**src/rtl/keypad_entry_ctrl_if.sv**
```systemverilog
// Keypad entry bus: scanner keystrokes and enable in, validated charge request with valid/ack out.
interface keypad_entry_ctrl_if;
    localparam int unsigned KEY_W = 4;
    localparam int unsigned VAL_W = 7;

    logic             en;
    logic [KEY_W-1:0] key_value;
    logic             press;
    logic             ack;
    logic [VAL_W-1:0] value;
    logic             valid;
    logic [7:0]       digits;
    logic [1:0]       digit_cnt;
    logic             error;
    logic             busy;

    modport master (
        output en, key_value, press, ack,
        input  value, valid, digits, digit_cnt, error, busy
    );

    modport slave (
        input  en, key_value, press, ack,
        output value, valid, digits, digit_cnt, error, busy
    );
endinterface

```
**src/rtl/keypad_entry_ctrl.sv**
```systemverilog
// Two-digit keypad entry sequencer with range check and valid/ack hand-off.
// Optional: define KEYPAD_BACKSPACE_EN to make key 4'hB a backspace in ENTRY.
module keypad_entry_ctrl #(
    parameter int unsigned MAX_VALUE = 20,
    parameter int unsigned TIMEOUT   = 10000,
    parameter int unsigned TW        = 14
) (
    input logic              clk,
    input logic              rst_n,
    keypad_entry_ctrl_if.slave kp
);
    localparam int unsigned VAL_W = 7;
    localparam int unsigned DIG_W = 4;

    typedef enum logic [1:0] {S_IDLE, S_ENTRY, S_DONE} state_e;

    state_e             state_q, state_d;
    logic [DIG_W-1:0]   tens_q, tens_d, ones_q, ones_d;
    logic [1:0]         cnt_q, cnt_d;
    logic [VAL_W-1:0]   value_q, value_d;
    logic               valid_q, valid_d;
    logic               error_q, error_d;
    logic               busy_q, busy_d;
    logic [TW-1:0]      tmr_q, tmr_d;

    logic               key_digit, key_confirm, key_cancel, key_live;
    logic               tmo, in_range, bksp_stay;
    logic [VAL_W-1:0]   entry_v;

    assign key_digit   = kp.press && (kp.key_value <= 4'h9);
    assign key_confirm = kp.press && (kp.key_value == 4'hA);
    assign key_cancel  = kp.press && (kp.key_value == 4'hB);
    assign key_live    = key_digit || key_confirm || key_cancel;
    assign tmo         = (tmr_q == TW'(TIMEOUT - 1)) && !key_live;

    // tens*10 + ones as (tens<<3)+(tens<<1)+ones
    assign entry_v  = (VAL_W'(tens_q) << 3) + (VAL_W'(tens_q) << 1) + VAL_W'(ones_q);
    assign in_range = (entry_v != '0) && (entry_v <= VAL_W'(MAX_VALUE));

`ifdef KEYPAD_BACKSPACE_EN
    assign bksp_stay = key_cancel && (cnt_q == 2'd2);
`else
    assign bksp_stay = 1'b0;
`endif

    always_ff @(posedge clk or negedge rst_n) begin
        if (!rst_n) begin
            state_q <= S_IDLE;
            tens_q  <= '0;
            ones_q  <= '0;
            cnt_q   <= '0;
            value_q <= '0;
            valid_q <= 1'b0;
            error_q <= 1'b0;
            busy_q  <= 1'b0;
            tmr_q   <= '0;
        end else begin
            state_q <= state_d;
            tens_q  <= tens_d;
            ones_q  <= ones_d;
            cnt_q   <= cnt_d;
            value_q <= value_d;
            valid_q <= valid_d;
            error_q <= error_d;
            busy_q  <= busy_d;
            tmr_q   <= tmr_d;
        end
    end

    // Loss of enable outranks any same-cycle key in ENTRY
    always_comb begin
        state_d = state_q;
        unique case (state_q)
            S_IDLE:  if (kp.en && key_digit) state_d = S_ENTRY;
            S_ENTRY: begin
                if (!kp.en)                         state_d = S_IDLE;
                else if (key_confirm)               state_d = in_range ? S_DONE : S_IDLE;
                else if (key_cancel && !bksp_stay)  state_d = S_IDLE;
                else if (tmo)                       state_d = S_IDLE;
            end
            S_DONE:  if (kp.ack) state_d = S_IDLE;
            default: state_d = S_IDLE;
        endcase
    end

    always_comb begin
        tens_d  = tens_q;
        ones_d  = ones_q;
        cnt_d   = cnt_q;
        value_d = value_q;
        valid_d = valid_q;
        error_d = 1'b0;
        tmr_d   = tmr_q;
        busy_d  = (state_d != S_IDLE);
        unique case (state_q)
            S_IDLE: begin
                tmr_d = '0;
                if (kp.en && key_digit) begin
                    tens_d = '0;
                    ones_d = kp.key_value;
                    cnt_d  = 2'd1;
                end
            end
            S_ENTRY: begin
                if (state_d == S_IDLE) begin
                    tens_d  = '0;
                    ones_d  = '0;
                    cnt_d   = '0;
                    tmr_d   = '0;
                    error_d = kp.en && key_confirm;
                end else if (key_confirm) begin
                    value_d = entry_v;
                    valid_d = 1'b1;
                    tmr_d   = '0;
                end else begin
                    tmr_d = key_live ? '0 : tmr_q + TW'(1);
                    if (key_digit && (cnt_q != 2'd2)) begin
                        tens_d = ones_q;
                        ones_d = kp.key_value;
                        cnt_d  = cnt_q + 2'd1;
                    end
                    if (bksp_stay) begin
                        ones_d = tens_q;
                        tens_d = '0;
                        cnt_d  = 2'd1;
                    end
                end
            end
            S_DONE: begin
                if (kp.ack) begin
                    valid_d = 1'b0;
                    value_d = '0;
                    tens_d  = '0;
                    ones_d  = '0;
                    cnt_d   = '0;
                end
            end
            default: begin
                tens_d  = '0;
                ones_d  = '0;
                cnt_d   = '0;
                value_d = '0;
                valid_d = 1'b0;
                tmr_d   = '0;
            end
        endcase
    end

    assign kp.value     = value_q;
    assign kp.valid     = valid_q;
    assign kp.digits    = {tens_q, ones_q};
    assign kp.digit_cnt = cnt_q;
    assign kp.error     = error_q;
    assign kp.busy      = busy_q;
endmodule

```
**src/flat_wrapper.sv**
```systemverilog
// flat-port wrapper written by rule: the top's interface ports become plain ports
module keypad_entry_ctrl_flat 
#(
    parameter int unsigned MAX_VALUE = 20,
    parameter int unsigned TIMEOUT   = 10000,
    parameter int unsigned TW        = 14
)
  (clk, rst_n, kp_en, kp_key_value, kp_press, kp_ack, kp_value, kp_valid, kp_digits, kp_digit_cnt, kp_error, kp_busy);
  keypad_entry_ctrl_if kp_i ();
  input logic clk;
  input logic rst_n;
  input wire logic [$bits(kp_i.en)-1:0] kp_en;
  input wire logic [$bits(kp_i.key_value)-1:0] kp_key_value;
  input wire logic [$bits(kp_i.press)-1:0] kp_press;
  input wire logic [$bits(kp_i.ack)-1:0] kp_ack;
  output wire logic [$bits(kp_i.value)-1:0] kp_value;
  output wire logic [$bits(kp_i.valid)-1:0] kp_valid;
  output wire logic [$bits(kp_i.digits)-1:0] kp_digits;
  output wire logic [$bits(kp_i.digit_cnt)-1:0] kp_digit_cnt;
  output wire logic [$bits(kp_i.error)-1:0] kp_error;
  output wire logic [$bits(kp_i.busy)-1:0] kp_busy;
  assign kp_i.en = kp_en;
  assign kp_i.key_value = kp_key_value;
  assign kp_i.press = kp_press;
  assign kp_i.ack = kp_ack;
  assign kp_value = kp_i.value;
  assign kp_valid = kp_i.valid;
  assign kp_digits = kp_i.digits;
  assign kp_digit_cnt = kp_i.digit_cnt;
  assign kp_error = kp_i.error;
  assign kp_busy = kp_i.busy;
  keypad_entry_ctrl #(.MAX_VALUE(MAX_VALUE), .TIMEOUT(TIMEOUT), .TW(TW)) u_core (.clk(clk), .rst_n(rst_n), .kp(kp_i));
endmodule
```
**config.mk**
```make
export PLATFORM = sky130hd
export DESIGN_NAME = keypad_entry_ctrl_flat
export DESIGN_NICKNAME = d
export VERILOG_FILES = /design/src/rtl/keypad_entry_ctrl_if.sv /design/src/rtl/keypad_entry_ctrl.sv /design/src/flat_wrapper.sv
export SDC_FILE = /design/constraint.sdc
export NUM_CORES = 1
export LEC_CHECK = 0
export ABC_AREA = 1
export CELL_PAD_IN_SITES_DETAIL_PLACEMENT = 1
export CELL_PAD_IN_SITES_GLOBAL_PLACEMENT = 2
export CORE_UTILIZATION = 30
export DETAILED_ROUTE_END_ITERATION = 6
export PLACE_DENSITY = 0.82
export SYNTH_ARGS = -nofsm -noshare
export SYNTH_HDL_FRONTEND = slang
export SYNTH_SLANG_ARGS = --single-unit
```
**constraint.sdc**
```tcl
create_clock -name clk -period 3.16 [get_ports clk]
set_input_delay 0.632 -clock clk [delete_from_list [all_inputs] [get_ports clk]]
set_output_delay 0.632 -clock clk [all_outputs]
set_load 0.02 [all_outputs]
```
==> summary.txt <==
Status
  – Outcome: finished, final reports clean

Die
  – I/O pin cnt: 29
  – Initial core utilization: 0.313
  – Die Area: 7520 µm²
  – Row cnt: 30
  – DIE WIDTH: 86.7 µm
  – Die Ht: 86.7 µm
  – Core box area: 6870 µm²

Clocking
  – Clock transition at the registers of the reported paths: 0.08 ns
  – Clk_lat worst skew: 0.29 ns
  – Setup Buffers After CTS: 0
  – Clock sink total: 36
  – CTS Root Buffer Type: clkbuf_8
  – H-tree level count: 2
  – CTS Buffer Depth: 2
  – CTS buffer count: 5
  – TritonCTS clock tree: done

STA
  – Clock Skews: 0.00765 ns
  – Final setup vio count: 0
  – Max_slew headroom: 0.646
  – Fmax: 0.349 GHz
  – Setup TNS: 0 ns
  – RSZ-0062 raised after global routing: false
  – Tcrit/Tclk final: 0.907
  – Final Hold Fails: 0
  – Worst Tran Pin Value: 0.528 ns
  – Max Slew Vio Count: 0
  – Final hold slack: 0.481 ns
  – Minimum clock period: 2.87 ns

Final layout
  – Fillcell total: 863
  – Core Util, Final: 0.387
  – Post-layout net count: 323
  – Cell area after layout: 2660 µm²
  – # diodes: 0
  – Layout cells sized above 1: 0.102
  – Reg area: 901 µm²
  – Area Growth Syn to Fin: 23.4%
  – Area of the multi-input gates: 1070 µm²

Synthesis
  – Count of state elements after synthesis: 36
  – Number of synthesized flops with an enable pin: 0
  – Avg Cell Area, Syn: 8.03 µm²
  – Most frequent cell after synthesis: nand2_1
  – Sequential-to-total area share from yosys stat: 0.418
  – Synth top area share: 0.418
  – Synth Instances: 268
  – Post-Syn Area: 2150 µm²
  – Post-synth top flop: dfrtp_1
  – Yosys warnings: 0
  – Area leader, netlist: dfrtp_1
  – Synth async-reset ratio: 1.00
  – Syn nets: 288
  – Yosys cell types: 33
  – Largest cells by area after synthesis: dfrtp_1 (42%), nand2_1 (14%), inv_1 (5.9%)
  – Post-synth top cells: nand2_1 (83), dfrtp_1 (36), inv_1 (34)

Hold path
  – Min-delay worst type: flop to flop

Global route
  – Total grt overflow: 0
  – Largest net degree at the start of global routing: 37
  – GRT Total Usage: 0.155
  – First-pass GRT wire length: 8.98 mm
  – Initial antenna violation count: 0
  – Vias in the first global route: 1,875

Power and ir drop
  – Pwr/cell area: 444 nW/µm²
  – Power Total: 1.18 mW
  – Peak supply drop: 0.210 mV
  – Pleak: 1.32 nW

Setup path
  – Worst setup EP type: flop
  – Worst-path cell chain: fa_1 -> inv_1 -> fa_1 -> nand3_1 -> o21ai_1 -> nand4_4 -> nand3_4 -> nand2_2 -> inv_1 -> nand2_1 -> nand2_1
  – Arrival time at the worst endpoint: 3.10 ns
  – Critical path's top delay family: adder cells
  – CP max stage delay: 0.59 ns
  – Crit path launch type: flop
  – WS Path Type: flop to flop
  – Slowest CP cell: fa_1
  – CP Buf/Inv Count: 2
  – Worst Path Required: 3.39 ns
  – Worst-path fanout max: 14

Detailed routing
  – Drt first pass iters: 4
  – 1st-iter DRT viols: 85
  – Drt wl/cell: 12.8 µm
  – WL final: 5.13 mm
  – Vias per cell: 4.53
  – Routed via count: 1,813
  – Final ANT Viol Nets: 0
  – Residual DRC count: 0

Job
  – Max Cap Viol: 0

Placement
  – DP HPWL: 4.02 mm
  – Final Wtd Congestion: 0.778
  – Placed cell area: 2550 µm²
  – # port buffers: 28
==> timing repair <==
| action | CTS | global route |
|---|---|---|
| gates resized for setup | 0 | 1 |
| hold buffers | 0 | 0 |
| endpoints found under the hold margin | 0 | 0 |
| endpoints found under the setup margin | 0 | 14 |
==> path summary, 6_finish.rpt <==
check                                   startpoint                  to  slack [ns]  cells after the start
worst max-delay path              u_core.ones_q[3]    u_core.tmr_q[13]        0.29                     11
worst min-delay path            u_core.kp.value[2]  u_core.kp.value[2]        0.48                      2
worst min register to register  u_core.kp.value[2]  u_core.kp.value[2]        0.48                      2
max in group asynchronous                    rst_n      u_core.kp.busy        2.06                      2
worst max register to register    u_core.ones_q[3]    u_core.tmr_q[13]        0.29                     11
min in group asynchronous                    rst_n    u_core.tens_q[3]        0.75                      2
==> cell usage in the layout (no fill, tap or decap), types with 5 or more instances in the layout <==
cell,Yosys,final
nand3_1,16,16
inv_2,6,6
nand2_1,83,82
ha_1,9,9
dfrtp_1,36,36
xor2_1,10,10
inv_1,34,34
clkdlybuf4s50_1,0,28
nand4_1,7,7
o22ai_1,6,6
clkbuf_8,0,5
nor2_1,21,21
==> registers in the layout, summed over array words and instances, names as in the netlist <==
signal / count
u_core.kp.busy: 1
u_core.kp.digit_cnt: 2
u_core.kp.value: 7
u_core.state_q: 2
u_core.ones_q: 4
u_core.tens_q: 4
u_core.kp.valid: 1
u_core.tmr_q: 14
u_core.kp.error: 1
==> through the flow <==
step	setup WS (ns)	std cells
after floorplan	0.529	268
after global placement	0.235	392
after detailed placement	0.0821	392
after CTS	0.0809	400
after global routing	0.0231	400
final	0.294	400
==> report_power, final <==
part | total [mW] | internal (mW) | switching, mW
Combinational | 0.256 | 0.102 | 0.154
Clock | 0.410 | 0.234 | 0.175
Sequential | 0.515 | 0.485 | 0.0298
Total | 1.18 | 0.821 | 0.360
==> metal layers <==
layer  GRT usage  wire (µm)  vias to the layer above  share of wire
li1            -          -                      916              -
met1       0.208       2540                      864           0.50
met2       0.250       2440                       26           0.48
met3      0.0286         88                        7          0.017
met4      0.0561         59                        0          0.012
met5           0          0                        -              0
==> cell families (layout without fill, tap and decap cells) <==
family | Yosys count | after routing | synth area share
AOI/OAI and AO/OA | 20 | 20 | 0.0633
xor gates and xnor gates | 12 | 12 | 0.0488
adders and majority gates | 11 | 11 | 0.0709
buffers and inverters | 44 | 80 | 0.0848
DFF | 36 | 36 | 0.418
muxes | 1 | 1 | 0.00465
and+or+nand+nor | 144 | 144 | 0.309
==> cell type report <==
type	count	area share
repair buffers	30	0.111
clock inverters	2	0.0132
well taps	96	0.0452
flip-flops and latches	36	0.339
clock buffers	6	0.0273
multi-input cells	188	0.404
inverters	42	0.0603
==> worst register-to-register path: cells and delay by family (launching register included) <==
family                     cells  cell delay [ns]
AOI/OAI and AO/OA              1             0.21
and+or+nand+nor                6             0.80
buffers and inverters          2             0.19
adders and majority gates      2             1.16
DFF                            1             0.43
Note: power is estimated with default switching activity, not from simulation.
